[src/rtl/y_alu.sv]
`default_nettype none
// ============================================================================
// Module  : y_alu
// Brief   : 32-bit AND/OR/ADD/SUB/SLT ALU with ripple-carry adder, zero and
//           signed-overflow flags, plus a registered copy of all outputs.
// Revision: 1.0 - initial release
// ============================================================================
module y_alu #(
   parameter int WIDTH = 32
) (
   input  logic             clk,
   input  logic             reset,
   input  logic [WIDTH-1:0] a,
   input  logic [WIDTH-1:0] b,
   input  logic [2:0]       op,
   output logic [WIDTH-1:0] z,
   output logic             ex,
   output logic             ovf,
   output logic [WIDTH-1:0] z_q,
   output logic             ex_q,
   output logic             ovf_q
);

   logic [WIDTH-1:0] w_bx;
   logic [WIDTH-1:0] w_sum;
   logic [WIDTH-1:0] w_c;
   logic [WIDTH-1:0] w_slt;
   logic [WIDTH-1:0] w_mux;
   logic             w_add_ovf;
   logic             w_valid;

   // op[2] turns the shared adder into a subtractor: invert b, carry in 1.
   assign w_bx   = b ^ {WIDTH{op[2]}};
   assign w_c[0] = op[2];

   generate
      for (genvar i = 0; i < WIDTH; i++) begin : g_fa
         assign w_sum[i] = a[i] ^ w_bx[i] ^ w_c[i];
         if (i < WIDTH - 1) begin : g_carry
            assign w_c[i+1] = (a[i] & w_bx[i]) | (w_c[i] & (a[i] ^ w_bx[i]));
         end
      end
   endgenerate

   // Same sign on both adder inputs but a different sign on the sum.
   assign w_add_ovf = ~(a[WIDTH-1] ^ w_bx[WIDTH-1]) & (w_sum[WIDTH-1] ^ a[WIDTH-1]);
   assign w_slt     = {{(WIDTH-1){1'b0}}, w_sum[WIDTH-1] ^ w_add_ovf};

   always_comb begin
      w_mux = '0;
      case (op[1:0])
         2'b00:   w_mux = a & b;
         2'b01:   w_mux = a | b;
         2'b10:   w_mux = w_sum;
         default: w_mux = w_slt;
      endcase
   end

   assign w_valid = (op == 3'b000) | (op == 3'b001) | (op == 3'b010) |
                    (op == 3'b110) | (op == 3'b111);

   assign z   = w_valid ? w_mux : '0;
   assign ex  = ~|z;
   assign ovf = w_add_ovf & op[1] & ~op[0];

   always_ff @(posedge clk or posedge reset) begin
      if (reset) begin
         z_q   <= '0;
         ex_q  <= 1'b1;
         ovf_q <= 1'b0;
      end else begin
         z_q   <= z;
         ex_q  <= ex;
         ovf_q <= ovf;
      end
   end

endmodule
`default_nettype wire

[config.mk]
export PLATFORM = sky130hd
export DESIGN_NAME = y_alu
export DESIGN_NICKNAME = d
export VERILOG_FILES = /design/src/rtl/y_alu.sv
export SDC_FILE = /design/constraint.sdc
export NUM_CORES = 1
export LEC_CHECK = 0
export ABC_AREA = 1
export BUFFER_PORTS_ARGS = -buffer_cell sky130_fd_sc_hd__buf_4
export CAP_MARGIN = 20
export CORE_MARGIN = 10
export CORE_UTILIZATION = 40
export CTS_BUF_LIST = sky130_fd_sc_hd__clkbuf_2 sky130_fd_sc_hd__clkbuf_4 sky130_fd_sc_hd__clkbuf_8
export CTS_CLUSTER_DIAMETER = 200
export DETAILED_ROUTE_END_ITERATION = 8
export PLACE_DENSITY = 0.78
export REMOVE_ABC_BUFFERS = 1
export SLEW_MARGIN = 10
export SYNTH_ARGS = -nofsm -noshare
export SYNTH_HDL_FRONTEND = slang
export SYNTH_SLANG_ARGS = --single-unit
[constraint.sdc]
create_clock -name clk -period 22.6 [get_ports clk]
set_clock_uncertainty 0.2 [all_clocks]
set_input_delay 2.26 -clock clk [delete_from_list [all_inputs] [get_ports clk]]
set_output_delay 2.26 -clock clk [all_outputs]
set_load 0.005 [all_outputs]
# ---- Yosys cells after proc, flatten, opt, wreduce, memory -nomap -nowiden
# Cells that the tools add are included.
dict set report word_totals {
  register_bits 34
  latchBits 0
  ramBits 0
  mem_bits_ro 0
  in_bits 69
  output_inout_bits 68
  elab_cells 186
  mem_count 0
}
dict set report op_classes {
  add_sub_neg 0
  multipliers 0
  div_mod_pow 0
  n_lt_le_gt_ge 0
  eq_ne 6
  n_shift 0
  n_mux 2
  bitwise 171
  reduce_logical 4
}
# cell n
set ops {}
lappend ops {{32-bit one-hot mux with 3 select lines} 1}
lappend ops {{1-bit bitwise XOR} 66}
lappend ops {{1-bit AND} 65}
lappend ops {{1-bit bitwise OR} 35}
lappend ops {{32-bit AND} 1}
lappend ops {{32-bit two-way mux} 1}
lappend ops {{32-bit bitwise OR} 1}
lappend ops {{32-bit OR reduction} 1}
lappend ops {{32-bit bitwise XOR} 1}
lappend ops {{3-bit equality test (second input constant)} 2}
lappend ops {{3-bit by 1-bit equality test with 1-bit output (second input constant)} 1}
lappend ops {{3-bit by 2-bit equality test with 1-bit output (second input constant)} 1}
lappend ops {{3-bit logical NOT} 1}
lappend ops {{2-bit by 1-bit equality test with 1-bit output (second input constant)} 1}
lappend ops {{2-bit equality test (second input constant)} 1}
lappend ops {{2-bit logical NOT} 1}
lappend ops {{1-bit inverter} 2}
lappend ops {{1-bit logical NOT} 1}

# ---- Longest topological paths before layout
# Gate-level depths: netlist of the first run.
dict set report depth {
  ltp_word 72
  depth_mapped 43
  mapped_depth_nobuf 42
}

# ---- Least setup slack after synthesis of the first run
# No wires, ideal clock.
dict set report synth_path {
  path_kind {input -> output}
  start {in op[2]}
  end {out ovf}
  arrival_time_ns 15.933
  required_time_ns 20.140
  path_slack_ns 4.207
  cell_stages 38
  path_buffers 2
  cell_sequence {buf_2 buf_2 xor2_1 fa_1 fa_1 fa_1 fa_1 fa_1 fa_1 fa_1 fa_1 fa_1 fa_1 fa_1 fa_1 fa_1 fa_1 fa_1 [... 2 more ...] fa_1 fa_1 fa_1 fa_1 fa_1 fa_1 fa_1 fa_1 fa_1 fa_1 fa_1 inv_1 fa_1 fa_1 fa_1 inv_1 a21oi_1 a2111oi_0}
}
dict set report synth_between {
  elab_chain_len 69
  elab_cells_between_ends 132
  cone_classes {bitwise: 132}
}
# element line
set synth_lines {}
lappend synth_lines {{from (decl)} 15} ;# input logic [2:0] op,
lappend synth_lines {{32-bit bitwise XOR} 33} ;# assign w_bx = b ^ {WIDTH{op[2]}};
lappend synth_lines {{1-bit bitwise XOR} 40} ;# assign w_c[i+1] = (a[i] & w_bx[i]) | (w_c[i] & (a[i] ^ w_bx[i]));
lappend synth_lines {{1-bit AND} 40}
lappend synth_lines {{1-bit bitwise OR} 40}
lappend synth_lines {{1-bit AND} 40}
lappend synth_lines {{1-bit bitwise OR} 40}
lappend synth_lines {{1-bit AND} 40}
lappend synth_lines {{1-bit bitwise OR} 40}
lappend synth_lines {{[... 52 more ...]} --}
lappend synth_lines {{1-bit AND} 40}
lappend synth_lines {{1-bit bitwise OR} 40}
lappend synth_lines {{1-bit AND} 40}
lappend synth_lines {{1-bit bitwise OR} 40}
lappend synth_lines {{1-bit bitwise XOR} 38} ;# assign w_sum[i] = a[i] ^ w_bx[i] ^ w_c[i];
lappend synth_lines {{1-bit bitwise XOR} 46} ;# assign w_add_ovf = ~(a[WIDTH-1] ^ w_bx[WIDTH-1]) & (w_sum[WIDTH-1] ^ a[WIDTH-1]);
lappend synth_lines {{1-bit AND (*)} 46}
lappend synth_lines {{1-bit AND (*) (2 in a row)} 64} ;# assign ovf = w_add_ovf & op[1] & ~op[0];
lappend synth_lines {{to (decl)} 18} ;# output logic ovf,
# Mark *: on every way between the ends. The rest lies on a longest branch, timed or not.

# ---- Final worst setup path of the first run
# Ends and elaborated chain as after synthesis.

==> flow_summary.ini, run 1 <==
[synthesis]
ys_seq_elements = 34
yosysMostFrequentCell = nand2_1
synth_edf_count = 0
synth-seq-area-share_pct = 25.70
yosys_warnings = 0
synthTopCellsByArea = dfrtp_1, fa_1, nand2_1
netlist_top_cells_count = nand2_1, inv_1, nand3_1
synth_top_cell_by_area = dfrtp_1
yosys_most_used_dff = dfrtp_1
synth_area_um2 = 3316
synthDistinctLibCells = 22
syn_area_per_cell_um2 = 7.287
async_reset_ff_share_pct = 100.0
synth_top_area_share_pct = 24.91
netlist_instances = 455

[global_routing]
grt-ovfl-total = 0
first_global_vias = 3345
grt_pass1_wl_um = 16260
track_usage_pct = 15.56
grt_antenna_before_repair = 0
grt_max_degree = 46

[sta]
max_freq_ghz = 0.05209
slew_headroom_pct = 42.51
worst_pin_slew_ns = 0.8603
slew_violations = 0
rsz0062_at_grt = no
setup_tns_ns = 0
whs_ns = 1.884
period_needed_ns = 19.20
finalCritPeriodShare_pct = 84.95
hold_viol = 0
setup_viol = 0

[worst_setup_path]
cp-endpoint = ovf
path_class = input port to primary output
critPathRequiredTime_ns = 20.14
critPathTopFamily = adder cells
slowest_stage = a2111oi_0
crit_top_cell = fa_1
cp_slowest_stage_delay_ns = 0.50
arrival_ns = 16.74
crit_start = op[2]
path_depth = 38
cp-end-kind = primary output
path_max_fanout = 33
path_buf_inv = 4
start_kind = input port

[floorplanning]
ioPinCount = 137
std_cell_rows = 33
dieWidth_um = 111.0
die_y_um = 111.0
die-area_um2 = 12330
coreArea_um2 = 8134
initial_core_util_pct = 40.76

[clock_tree]
cts_buffers = 5
cts_buffer_depth = 2
post_cts_buffers = 0
htreeDepth = 2
clk_pin_slew_worst_paths_ns = 0.08
cts_tree = yes
holdBufCountCts = 0
clock-sinks = 34
cts_resized = 0
clockRootBuffer = clkbuf_8

[route]
drt_iter0_markers = 136
drt_pre_antenna_iters = 4
ant_nets = 0
via_per_inst = 4.617
vias = 3167
wire_per_inst_um = 14.11
wirelength_um = 9678
drc = 0

[status]
outcome = completed

[placed_design]
port_buffers = 136
dp_hpwl_um = 7873
routabilityCongestion = 0.7949
dp_cells = 678

[cells_and_area]
fillers = 780
diodes = 0
finalNonFillerCells = 686
area_delta_synth_final_pct = 33.32
layout-drive-gt1-share_pct = 26.33
fin_nets = 680
final_core_util_pct = 54.35

[power]
p_per_area_nw_per_um2 = 47.87
peakVddDrop_mv = 0.02164
p_leak_nw = 2.640

[job]
cap_viol_max_count = 0

[worst_hold_path]
min_path_type = input port to async pin
## through the flow
| step | power (W) | cell area, um^2 | setup slack (ns) |
|---|---|---|---|
| after detailed placement | 0.0001667 | 4329 | 3.338 |
| final | 0.0002116 | 4420 | 3.401 |
| after global placement | 0.0001629 | 4329 | 3.604 |
| after CTS | 0.0002153 | 4420 | 3.304 |
| after floorplan | 0.0001189 | 3164 | 4.504 |
| after global routing | 0.0002306 | 4420 | 2.778 |
## layout make-up
type / count / area, um^2 / share of cell area [%]
Tap cell: 105 / 131.4 / 2.972
Clock buffer: 8 / 91.34 / 2.066
Inverter: 95 / 361.6 / 8.180
Timing Repair Buffer: 137 / 1028 / 23.27
Sequential cell: 34 / 852.1 / 19.28
Multi-Input combinational cell: 307 / 1956 / 44.24
## kinds of logic after synthesis
| kind of cell | count (synthesis) | share of synthesized area (%) |
|---|---|---|
| xor+xnor | 31 | 8.189 |
| buf+inv | 114 | 15.47 |
| compound gates | 26 | 4.038 |
| simple gates | 219 | 27.89 |
| flops | 34 | 25.70 |
| fa+ha+maj | 31 | 18.72 |
## worst min-delay path by stage
stage / cells after the start / end / slack (ns) / start
2_1_floorplan: 1 / ovf_q / 2.19 / op[0]
4_1_cts: 3 / z_q[16] / 1.89 / reset
3_3_place_gp: 3 / z_q[9] / 2.19 / reset
3_5_place_dp: 3 / z_q[8] / 2.20 / reset
6_report: 3 / z_q[17] / 1.88 / reset
5_1_grt: 3 / z_q[17] / 1.92 / reset
## power by group
part	leakage [nW]	internal [W]	total [W]	switching (W)
combinational	2.15	0.0000452	0.0000954	0.0000502
clock	0.0498	0.0000255	0.0000478	0.0000222
sequential	0.443	0.0000668	0.0000685	0.00000162
## sequential cells by signal, indices dropped and copies added (netlist names)
name and flops:
ex_q 1, ovf_q 1, z_q 32
## cells in the final DEF (no fill, tap or decap), drive strengths merged
cell     count
dfrtp       33
nand3b       1
a2111oi      1
xor2        29
inv         95
dfstp        1
fa          31
clkbuf       8
a21oi        2
nor2        21
buf        137
nand3       57
xnor2        2
nand2      139
nand4        1
o21ai       23
## metal layers
layer	GRT usage [%]	part of all wire (%)	up-vias
met1	18.04	42	1459
met5	0	0	-
met4	3.513	1.3	0
met2	27.67	50	105
li1	-	-	1595
met3	4.383	6.2	8
Note: power is estimated with default switching activity, not from simulation.
==> inputs of run 2 (changes only) <==
Clock period 22.6 ns to 20.1 ns, I/O delays scaled along.
==> run 2 against run 1 <==
  * Final cell count did not move
  * Sequential share of layout area about the same
  * Worst setup slack worse by 2.0 ns
  * Cell area about the same
  * Global-route usage barely moved
  * Clock power grew 14%
  * Via count increased by 1.4%
  * Flip-flop and latch count did not move
  * First-iteration DRC count is 19% higher
  * Critical path type unchanged
  * Critical endpoint unchanged
==> flow_summary.ini, run 2 (same netlist as run 1, synthesis figures left out) <==
[sta]
setup_tns_ns = 0
hold_viol = 0
worst_pin_slew_ns = 0.8588
setup_viol = 0
slew_headroom_pct = 42.61
max_freq_ghz = 0.05357
slew_violations = 0
finalCritPeriodShare_pct = 92.87
rsz0062_at_grt = no
period_needed_ns = 18.67

[power]
peakVddDrop_mv = 0.02436
p_leak_nw = 2.642
p_per_area_nw_per_um2 = 54.07
finalPower_w = 0.0002392

[floorplanning]
dieWidth_um = 111.0
die-area_um2 = 12330
initial_core_util_pct = 40.76
std_cell_rows = 33
die_y_um = 111.0
ioPinCount = 137
coreArea_um2 = 8134

[placed_design]
dp_cells = 678
port_buffers = 136
dp_hpwl_um = 7966
routabilityCongestion = 0.7956

[status]
outcome = completed

[global_routing]
grt_antenna_before_repair = 0
grt-ovfl-total = 0
grt_max_degree = 46
track_usage_pct = 15.57
first_global_vias = 3362
grt_pass1_wl_um = 16190

[clock_tree]
clock-sinks = 34
holdBufCountCts = 0
cts_resized = 0
clockRootBuffer = clkbuf_8
cts_buffer_depth = 2
htreeDepth = 2
post_cts_buffers = 0
clk_pin_slew_worst_paths_ns = 0.08
cts_tree = yes
cts_buffers = 5

[cells_and_area]
final_common_cell = nand2_1
fin_nets = 680
diodes = 0
final_core_util_pct = 54.39
area_delta_synth_final_pct = 33.43
finalNonFillerCells = 686
top_regs = z_q: 32 flops, ex_q: 1 flops, ovf_q: 1 flops
final_cell_mix = nand2_1, buf_4, inv_1, nand3_1, dfrtp_1
layout-drive-gt1-share_pct = 26.33
top_register = z_q
largest_register_ffs = 32

[worst_setup_path]
crit_top_cell = fa_1
critPathRequiredTime_ns = 17.89
slowest_stage = fa_1
path_class = input port to primary output
arrival_ns = 16.46
cp_slowest_stage_delay_ns = 0.45
cp-end-kind = primary output
path_max_fanout = 33
start_kind = input port

[route]
drt_iter0_markers = 162
drt_pre_antenna_iters = 4
vias = 3211
drc = 0
ant_nets = 0
wirelength_um = 9907
via_per_inst = 4.681
wire_per_inst_um = 14.44

[worst_hold_path]
min_path_type = input port to async pin

[job]
cap_viol_max_count = 0
-- run 2: changes by cell type in the layout (fill, tap and decap cells not counted) --
cell / change
clkinv_2: +1
clkbuf_8: +1
clkbuf_4: -2
-- run 2: worst max-delay path, delay by kind of cell --
family,cells,cell delay [ns]
AO/OA/AOI/OAI,2,0.52
XOR/XNOR,1,0.16
adder cells (fa/ha/maj),31,12.94
buffers and inverters,4,0.82
-- run 2: layout make-up --
cell class | instances | area [um^2]
clock buffers | 7 | 90.09
clock inverters | 1 | 5.005
fillers | 786 | 3710
inverters | 95 | 361.6
multi-input cells | 307 | 1956
flip-flops and latches | 34 | 852.1
well taps | 105 | 131.4
repair buffers | 137 | 1028
-- run 2: path summary, 6_finish.rpt --
path | startpoint | endpoint | slack, ns | cells after the start
setup / recovery | op[2] | ovf | 1.43 | 38
hold / removal | reset | z_q[17] | 1.63 | 3
max in group asynchronous | reset | ex_q | 17.73 | 3
min in group clk | a[31] | ovf_q | 1.89 | 3
-- run 2: per-stage QoR --
stage          worst slack, ns  area [um^2]  hold slack [ns]
3_3_place_gp             1.602         4329            1.938
3_5_place_dp             1.364         4329            1.953
5_1_grt                 0.8129         4424            1.665
4_1_cts                  1.320         4424            1.643
6_report                 1.434         4424            1.634
2_1_floorplan            2.504         3164            1.936
-- run 2: power breakdown --
part           leakage, nW  switching [W]   total, W  internal, W
Clock               0.0517      0.0000254  0.0000544    0.0000290
Combinational         2.15      0.0000569   0.000108    0.0000509
Sequential           0.443     0.00000184  0.0000770    0.0000752
-- run 2: metal layers --
metal | track usage (%) | up-vias | wire, um
li1 | - | 1599 | -
met1 | 17.84 | 1472 | 4054
met2 | 27.67 | 126 | 4927
met3 | 4.708 | 14 | 771
met4 | 3.599 | 0 | 155
met5 | 0 | - | 0
==> inputs of run 3 (changes only) <==
Settings changed: PLACE_DENSITY 0.78 to 0.81.
Clock period 20.1 ns to 16 ns, I/O delays scaled along.
==> run 3 against run 2 <==
  * Sequential power up 26%
  * Non-clock buffer count up 12
  * Global-route usage up 1.0 points
  * Critical path depth up 5
  * Core utilization up 2.7 points
  * Critical path type unchanged
  * Largest power group unchanged
==> flow_summary.ini, run 3 (same netlist as run 1, synthesis figures left out) <==
[route]
wire_per_inst_um = 14.96
wirelength_um = 10440
drt_pre_antenna_iters = 4
drc = 0
routed.top_layer = met4
dr_wl_met3_um = 865
via_per_inst = 4.761
wl_met1_um = 3986
routed-wl-met2_um = 5448
vias = 3323
drt_iter0_markers = 177
ant_nets = 0

[status]
outcome = completed

[placed_design]
port_buffers = 136
dpl_cell_area_um2 = 4419
post-place-ws_ns = -1.586
dp_hpwl_um = 8227
routabilityCongestion = 0.8495
dp_cells = 690

[floorplanning]
die_y_um = 111.0
initial_core_util_pct = 40.76
die-area_um2 = 12330
std_cell_rows = 33
ioPinCount = 137
dieWidth_um = 111.0
coreArea_um2 = 8134

[sta]
finalCritPeriodShare_pct = 98.92
setup_viol = 0
max_freq_ghz = 0.06318
worst_pin_slew_ns = 0.8969
slew_headroom_pct = 40.06
rsz0062_at_grt = yes
setup_tns_ns = 0
hold_viol = 0
post-route-worst-setup-slack_ns = 0.1734
slew_violations = 0
period_needed_ns = 15.83

[clock_tree]
clock-sinks = 34
clockRootBuffer = clkbuf_8
cts_buffer_depth = 2
clk_pin_slew_worst_paths_ns = 0.07
htreeDepth = 2
post_cts_buffers = 0
holdBufCountCts = 0
cts_buffers = 5
cts_tree = yes

[global_routing]
grt_max_degree = 46
grt_pass1_wl_um = 17210
first_global_vias = 3576
grt_antenna_before_repair = 0
grt-ovfl-total = 0
track_usage_pct = 16.58

[cells_and_area]
layout-drive-gt1-share_pct = 34.40
final_cell_mix = buf_4, nand2_1, inv_1, nand3_1, dfrtp_1
top_regs = z_q: 32 flops, ex_q: 1 flops, ovf_q: 1 flops
fin_area_um2 = 4646
final_common_cell = buf_4
largest_register_ffs = 32
finalNonFillerCells = 698
fillers = 726
diodes = 0
area_delta_synth_final_pct = 40.11
top_register = z_q
fin_nets = 692

[worst_setup_path]
slowest_stage = fa_1
path_max_fanout = 3
critPathTopFamily = adder cells
path_buf_inv = 4
cp-end-kind = primary output
cp_slowest_stage_delay_ns = 0.43
arrival_ns = 14.03
crit_top_cell = fa_2
start_kind = input port
path_class = input port to primary output
critPathRequiredTime_ns = 14.20

[power]
peakVddDrop_mv = 0.03115
p_leak_nw = 2.691
p_per_area_nw_per_um2 = 66.98

[job]
cap_viol_max_count = 0

[worst_hold_path]
min_path_type = input port to async pin
## run 3: path summary, 6_finish.rpt
| check | start | endpoint | slack [ns] | cells past startpoint |
|---|---|---|---|---|
| max | op[2] | ex | 0.17 | 43 |
| min | reset | z_q[17] | 1.23 | 3 |
| max in group asynchronous | reset | ex_q | 14.02 | 3 |
| min in group clk | b[27] | z_q[27] | 1.51 | 5 |
## run 3: what timing repair did
item / in CTS / in global routing
setup endpoints to repair: 8 / 5
resized for setup: 34 / 13
pin swaps: 5 / 6
## run 3: routing by layer
metal	global-route usage (%)	vias up
met2	29.80	125
met1	18.45	1563
met4	5.056	0
li1	-	1623
met3	4.708	12
met5	0	-
## run 3: stage by stage
step / utilization, % / hold WS, ns / total power, W
after detailed placement: 54.33 / 1.537 / 0.0002400
final: 57.11 / 1.229 / 0.0003112
after floorplan: - / 1.526 / 0.0001680
after global routing: 57.11 / 1.282 / 0.0003390
after global placement: 54.33 / 1.525 / 0.0002332
after CTS: 56.50 / 1.230 / 0.0003136
## run 3: cell type report
class | instances | area [um^2] | share of cell area (%)
inverter | 95 | 361.6 | 7.783
timing repair buffer | 149 | 1134 | 24.40
tap | 105 | 131.4 | 2.828
sequential | 34 | 852.1 | 18.34
multi-input combinational | 307 | 2072 | 44.60
clock inverter | 1 | 5.005 | 0.1077
clock buffer | 7 | 90.09 | 1.939
## run 3: where the power goes
group	internal, W	switching, W	leakage, nW
Combinational	0.0000707	0.0000765	2.20
Clock	0.0000364	0.0000307	0.0517
Sequential	0.0000944	0.00000237	0.443
